## src/rtl/pipe_ctrl_pkg.sv

```systemverilog
// Shared definitions for the pipeline hazard controller:
// FSM states, the zero register index and stage-enable bit order.
package pipe_ctrl_pkg;

    typedef enum logic {
        RUN     = 1'b0,
        MEMWAIT = 1'b1
    } ctrl_state_t;

    localparam logic [4:0] XZR = 5'd31;

    localparam int STG_PC    = 0;
    localparam int STG_IFID  = 1;
    localparam int STG_IDEX  = 2;
    localparam int STG_EXMEM = 3;
    localparam int STG_MEMWB = 4;
    localparam int NSTG      = 5;

endpackage

```

## src/rtl/reg_match.sv

```systemverilog
// One source-vs-destination register compare, gated by the
// source-used flag; the zero register never matches.
module reg_match
    import pipe_ctrl_pkg::*;
(
    input  logic [4:0] src,
    input  logic       used,
    input  logic [4:0] dst,
    output logic       hit
);

    assign hit = used && (src == dst) && (dst != XZR);

endmodule

```

## src/rtl/hazard_stall_ctrl.sv

```systemverilog
// Hazard controller: load-use stalls, branch squashes, data-memory
// freeze, plus saturating stall and flush counters.
module hazard_stall_ctrl
    import pipe_ctrl_pkg::*;
#(
    parameter int CNT_W = 32,
    parameter int FL_W  = 16
) (
    input  logic             clk,
    input  logic             reset,
    input  logic [4:0]       idRn,
    input  logic [4:0]       idRm,
    input  logic             idUsesRn,
    input  logic             idUsesRm,
    input  logic [4:0]       exRd,
    input  logic             exIsLoad,
    input  logic             exRegWrite,
    input  logic             brTaken,
    input  logic             memReq,
    input  logic             memAck,
    output logic             pcWrite,
    output logic             ifidWrite,
    output logic             idexWrite,
    output logic             exmemWrite,
    output logic             memwbWrite,
    output logic             idexBubble,
    output logic             ifidFlush,
    output logic [CNT_W-1:0] stallCycles,
    output logic [FL_W-1:0]  flushCount,
    output logic             busy
);

    ctrl_state_t     state;
    logic            rnHit;
    logic            rmHit;
    logic            loadUse;
    logic            freeze;
    logic [NSTG-1:0] wen;

    reg_match u_rn (
        .src  (idRn),
        .used (idUsesRn),
        .dst  (exRd),
        .hit  (rnHit)
    );

    reg_match u_rm (
        .src  (idRm),
        .used (idUsesRm),
        .dst  (exRd),
        .hit  (rmHit)
    );

    assign loadUse = exIsLoad & exRegWrite & (rnHit | rmHit);

    // An ack in the same cycle releases the freeze immediately.
    assign freeze = (memReq | (state == MEMWAIT)) & ~memAck;

    always_comb begin
        wen        = '1;
        idexBubble = 1'b0;
        ifidFlush  = 1'b0;
        unique case (1'b1)
            freeze: begin
                wen = '0;
            end
            (!freeze && brTaken): begin
                ifidFlush  = 1'b1;
                idexBubble = 1'b1;
            end
            (!freeze && !brTaken && loadUse): begin
                wen[STG_PC]   = 1'b0;
                wen[STG_IFID] = 1'b0;
                idexBubble    = 1'b1;
            end
            default: begin
                wen = '1;
            end
        endcase
    end

    assign pcWrite    = wen[STG_PC];
    assign ifidWrite  = wen[STG_IFID];
    assign idexWrite  = wen[STG_IDEX];
    assign exmemWrite = wen[STG_EXMEM];
    assign memwbWrite = wen[STG_MEMWB];
    assign busy       = (state == MEMWAIT);

    always_ff @(posedge clk or posedge reset) begin
        if (reset) begin
            state <= RUN;
        end else begin
            state <= freeze ? MEMWAIT : RUN;
        end
    end

    always_ff @(posedge clk or posedge reset) begin
        if (reset) begin
            stallCycles <= '0;
            flushCount  <= '0;
        end else begin
            if (!pcWrite && !(&stallCycles))
                stallCycles <= stallCycles + CNT_W'(1);
            if (ifidFlush && !(&flushCount))
                flushCount <= flushCount + FL_W'(1);
        end
    end

endmodule

```

## config.mk

```make
export PLATFORM = sky130hd
export DESIGN_NAME = hazard_stall_ctrl
export DESIGN_NICKNAME = d
export VERILOG_FILES = /design/src/rtl/pipe_ctrl_pkg.sv /design/src/rtl/reg_match.sv /design/src/rtl/hazard_stall_ctrl.sv
export SDC_FILE = /design/constraint.sdc
export NUM_CORES = 1
export LEC_CHECK = 0
export ABC_CLOCK_PERIOD_IN_PS = 2650
export CORE_UTILIZATION = 47
export DETAILED_ROUTE_END_ITERATION = 6
export HOLD_SLACK_MARGIN = 0.05
export PLACE_DENSITY = 0.9
export REMOVE_ABC_BUFFERS = 1
export SYNTH_ARGS = -nofsm -noshare
export SYNTH_HDL_FRONTEND = slang
export SYNTH_HIERARCHICAL = 1
export SYNTH_SLANG_ARGS = --single-unit
```

## constraint.sdc

```tcl
create_clock -name clk -period 2.65 [get_ports clk]
set_input_delay 0.53 -clock clk [delete_from_list [all_inputs] [get_ports clk]]
set_output_delay 0.53 -clock clk [all_outputs]
set_load 0.05 [all_outputs]
```

* Word level (Yosys, flattened, before mapping)
Index checks and enable logic that the tools add are counted.
** Storage, ports and cells
- Flip-flop bits (word level) :: 49
- Bits in latches :: 0
- RAM bits :: 0
- Bits in read-only memories :: 0
- Output and inout bits :: 56
- Memories :: 0
** Cells by class
- $add $sub $neg :: 2
- $mul :: 0
- Div/mod/pow operators :: 0
- Order comparisons :: 0
- Equality and inequality tests :: 3
- Shift-type cells :: 0
- Muxes and demuxes :: 5
- Bitwise gates (word level) :: 6
- Reductions and logical operators :: 18
** Operators by type and width (number)
- 32-bit by 1-bit adder with 32-bit output (second input constant) :: 1
- 32-bit AND reduction :: 1
- 16-bit by 1-bit adder with 16-bit output (second input constant) :: 1
- 16-bit AND reduction :: 1
- 5-bit == test :: 2
- 1-bit logical AND :: 9
- 1-bit logical NOT :: 5
- 5-bit != test (second input constant) :: 1
- 2-bit OR reduction :: 2
- 1-bit AND :: 3
- 1-bit 2-to-1 mux :: 3
- 3-bit 2-to-1 mux :: 1
- 2-bit 2-to-1 mux :: 1
- 1-bit bitwise OR :: 2
- 1-bit NOT :: 1

* Logic depth before layout (Yosys ltp)
- Depth in word-level cells :: 10
- Depth in mapped cells :: 9
- Depth with buffers taken out :: 9

* Modules after synthesis
Netlist, hierarchy kept.
** By module, submodules not included
- hazard_stall_ctrl :: instances 1, cells an instance 236, area an instance 2461.1 um^2, sequential area each 1226.2 um^2
- reg_match :: instances 2, cells an instance 11, area an instance 82.6 um^2, sequential area each 0.0 um^2

* Worst setup path after synthesis
No wires, ideal clock.
- Kind :: reg2reg
- Start point :: register state (netlist: busy)
- End point :: register stallCycles[25]
- Library setup time :: 0.144 ns
- Data arrival time :: 2.729 ns
- Required time :: 2.506 ns
- Setup slack :: -0.223 ns
- Stages on the path, launching flop included :: 9
- Path buffers :: 0
- Cell sequence :: dfrtp_1 -> nor2_1 -> nor2_1 -> inv_1 -> o21ai_2 -> clkinv_1 -> a211oi_4 -> nand4_1 -> xnor2_1
** On the way
- Word-level cells in the longest chain between the ends :: 9
** Ends and longest elaborated chain
- from (decl) :: line hazard_stall_ctrl.sv:33 : ctrl_state_t state;
- from (signal assigned) :: line hazard_stall_ctrl.sv:93 : state <= freeze ? MEMWAIT : RUN;
- 1-bit bitwise OR (*) :: line hazard_stall_ctrl.sv:57 : assign freeze = (memReq | (state == MEMWAIT)) & ~memAck;
- 1-bit AND (*) :: line hazard_stall_ctrl.sv:57
- net freeze :: line hazard_stall_ctrl.sv:37 : logic freeze;
- 1-bit logical NOT :: line hazard_stall_ctrl.sv:71 : (!freeze && !brTaken && loadUse): begin
- 1-bit logical AND (2 in a row) :: line hazard_stall_ctrl.sv:71
- 2-bit OR reduction (no source line) (*)
- 2-bit 2-to-1 mux (*) :: line hazard_stall_ctrl.sv:63 : unique case (1'b1)
- 1-bit logical NOT (*) :: line hazard_stall_ctrl.sv:102 : if (!pcWrite && !(&stallCycles))
- 1-bit logical AND (*) :: line hazard_stall_ctrl.sv:102
- to (signal assigned) :: line hazard_stall_ctrl.sv:103 : stallCycles <= stallCycles + CNT_W'(1);
- to (decl) :: line hazard_stall_ctrl.sv:28 : output logic [CNT_W-1:0] stallCycles,
The timed path passes the listed nets; every way through them passes the cells marked *.
A chain may end at the register's enable or synchronous reset.

* Worst setup path in the final report
- Start point :: input exRd[1]
- End point :: output pcWrite
** On the way
- Word-level cells in the longest chain between the ends :: 8
- Elaborated cells on any way between the ends :: 12
** Ends and longest elaborated chain
- from (decl) :: line hazard_stall_ctrl.sv:15 : input logic [4:0] exRd,
- 5-bit == test :: line reg_match.sv:12 : assign hit = used && (src == dst) && (dst != XZR);
- 1-bit logical AND :: line reg_match.sv:12
- 1-bit logical AND (*) :: line reg_match.sv:12
- net rmHit :: line hazard_stall_ctrl.sv:35 : logic rmHit;
- 1-bit bitwise OR (*) :: line hazard_stall_ctrl.sv:54 : assign loadUse = exIsLoad & exRegWrite & (rnHit | rmHit);
- 1-bit AND (*) :: line hazard_stall_ctrl.sv:54
- 1-bit logical AND (*) :: line hazard_stall_ctrl.sv:71
- 2-bit OR reduction (no source line) (*)
- 2-bit 2-to-1 mux (*) :: line hazard_stall_ctrl.sv:63
- to (decl) :: line hazard_stall_ctrl.sv:21 : output logic pcWrite,
Marks and branches as above.

==> results.txt <==
Drt pass-1 iters = 4
Initial Utilization = 0.501
Sw Pwr = 1.17 mW
Fill cells = 376
Combinational Power Share = 0.398
Adder-cell share of the synthesized area = 0.00953
Clock Power Share = 0.224
First-pass GRT wire length = 11100 um
Worst slew pin tran = 0.625 ns
VDD IR max = 0.973 mV
Post-synth EDFFs = 0
Int Power = 1.65 mW
Worst Setup Start Kind = input pin
Mapped Cells = 258
Seq pwr share = 0.379
Max Clk Rate = 391 MHz
Yosys top cell by area = dfrtp_1
Number of DRC markers in iteration 0 = 143
Total of max-cap violations = 0
Routability cong. = 0.873
Compound-Gate Fraction of Synth Area = 0.0372
Hold-fix buffers, CTS = 0
Core Area = 5240 um2
RSZ-0062 raised after global routing = no
Relative slew slack = 0.579
# setup viols final = 0
Worst path arrival time = 2.03 ns
Top post-synthesis cells by count = dfrtp_1, xnor2_1, nand4_1
Layout Cell Area excl Fill = 3840 um2
Slowest-stage cell, CP = dlygate4sd2_1
Crit. End Element = primary output
Largest cells by area after synthesis = dfrtp_1, xnor2_1, nand4_1, xor2_1, nand2_1
TritonCTS clock tree = done
Worst path required time = 2.12 ns
Placed Cells = 413
Xor and xnor area share after synthesis = 0.166
Yosys warns = 6
Final WL = 6680 um
Remaining antenna violation count = 0
Die X = 76.8 um
Post-place setup slack = -0.255 ns
Cell area power density = 734 nW/um2
Simple-gate share of the synthesized area = 0.274
Critical path buffers and inverters = 5
Kind of cell adding the most delay to the critical path = buffers and inverters
Delay of the slowest cell on the worst path = 0.34 ns
Port buffer count = 79
WL per Instance = 15.7 um
Sequential share of the synthesized area = 0.467
Skew-Pair Late Insertion Delay = 0.30 ns
Largest family of logic cells by synthesized area = simple AND/OR/NAND/NOR gates
DRC Markers = 0
CTS Root Cell = clkbuf_8
Critical path peak fanout = 4
Max Clock Skew = 0.00542 ns
Tmin final = 2.56 ns
Post-synth top area share = 0.467
Crit-path cells = dlygate4sd2_1, xnor2_2, nand3_1, nor3_2, o211ai_1, buf_4, o21ai_4, clkinv_2, buf_6, buf_8
Die height = 76.8 um
Area post-placement = 3600 um2
Count leader, synth = dfrtp_1
Clock-pin slew on the worst setup and hold paths = 0.09 ns
Critical setup path kind = in2out
Max-slew violation count = 0
DP HPWL = 4740 um
# rows = 26
Leak = 1.69 nW
Vias per cell = 5.57
Clock buffer depth = 2
Synth unique cells = 38
Share of cells above drive strength 1 = 0.169
Initial antenna violation count = 0
Vias = 2372
Final hold vios = 0
Nets = 381
Io pins = 80
Cell Area, Synth = 2630 um2
FFs w/ async S/R, synth = 1.00
Hold Crit Class = in2async
Cts bufs inserted = 5
Largest net degree at the start of global routing = 19
Slack of the critical path = 0.0931 ns
GRT overflow = 0
Yosys reg bits = 49
Mux cell area share after synthesis = 0.0143
Final Cycle Share = 0.965
GR Util All Layers = 0.238
Status = finished clean
Sw Share = 0.415
Syn Area/Cell = 10.2 um2
Die area = 5890 um2
Synth Flop Type = dfrtp_1
Area Overhead vs Synth = 46.2%
Num Clock Sinks = 49
Worst Hold Slack = 0.510 ns
Ant diodes = 0
Number of H-tree levels = 2
Vias in the first global route = 2314
Fin cells = 426
worst register-to-register path, cell delays in order (launching register included):
cell and delay [ns]:
dfrtp_1 0.46, ha_1 0.39, nand4_1 0.21, or4_4 0.55, nor3_4 0.26, nand4_1 0.17, xnor2_1 0.16
per-layer routing:
metal  vias up  part of all wire  wire length [um]  track usage
met3        20             0.076               510       0.0679
li1       1112                 -                 -            -
met1      1129              0.41              2720        0.300
met4         0             0.020               136       0.0808
met2       111              0.50              3320        0.389
met5         -                 0                 0            0
state kept, by name, indices dropped and copies added, names as in the netlist:
name,cells
stallCycles,32
flushCount,16
busy,1
power by group through the flow:
| stage | Combinational, mW | Clock, mW | Sequential (mW) |
|---|---|---|---|
| CTS | 1.12 | 0.633 | 1.06 |
| floorplan | 0.285 | 0 | 1.46 |
| global placement | 1.07 | 0 | 1.06 |
| detailed placement | 1.10 | 0 | 1.07 |
| finish | 1.12 | 0.631 | 1.07 |
| global route | 1.18 | 0.668 | 1.09 |
through the flow:
| stage | setup TNS (ns) | total power [mW] | utilization |
|---|---|---|---|
| CTS | 0 | 2.81 | 0.723 |
| detailed placement | -4.85 | 2.18 | 0.688 |
| global placement | -2.95 | 2.14 | 0.688 |
| finish | 0 | 2.82 | 0.733 |
| floorplan | -25.62 | 1.75 | - |
| global route | 0 | 2.94 | 0.733 |
path summary, 6_finish.rpt:
kind                                                  start                          end  slack, ns  cells after the start
worst max-delay path                                exRd[1]                      pcWrite       0.09                     10
worst max register to register   stallCycles[0]$_DFFE_PP0P_  stallCycles[26]$_DFFE_PP0P_       0.34                      6
max in group asynchronous                             reset  stallCycles[22]$_DFFE_PP0P_       1.59                      3
worst min-delay path                                  reset  stallCycles[26]$_DFFE_PP0P_       0.51                      2
min in group clk                stallCycles[23]$_DFFE_PP0P_  stallCycles[23]$_DFFE_PP0P_       0.51                      1
worst min register to register  stallCycles[23]$_DFFE_PP0P_  stallCycles[23]$_DFFE_PP0P_       0.51                      1
area by class of cell:
cell class                 count  area (um2)  area share
tap                           70        87.6      0.0228
inverter                      11        42.5      0.0111
clock buffer                   5        68.8      0.0179
multi-input combinational    191        1340       0.350
clock inverter                 3        65.1      0.0169
timing repair buffer          97        1000       0.262
sequential                    49        1230       0.319
cells in the final DEF, fill, tap and decap left out, types with 5 or more instances in the layout:
master	instances
and3_1	5
and4_1	5
buf_12	5
buf_4	17
clkbuf_8	5
clkdlybuf4s50_1	57
dfrtp_1	49
dlygate4sd2_1	6
dlymetal6s2s_1	9
inv_1	9
nand2_1	22
nand3_1	16
nand4_1	27
nor2_1	18
nor3_1	9
nor4_1	5
xnor2_1	31
xor2_1	15
cells by family after synthesis:
kind of cell,after synthesis
buffers and inverters,18
flip-flops,49
XOR/XNOR,48
AND/OR/NAND/NOR,124
multiplexers,3
adder cells (fa/ha/maj),2
AO/OA/AOI/OAI,14
repair_timing:
item                       CTS  global route
resized for setup           14            14
setup endpoints to repair    3            27
setup buffers                4             1
pin swaps                    4             4
Note: power is estimated with default switching activity, not from simulation.
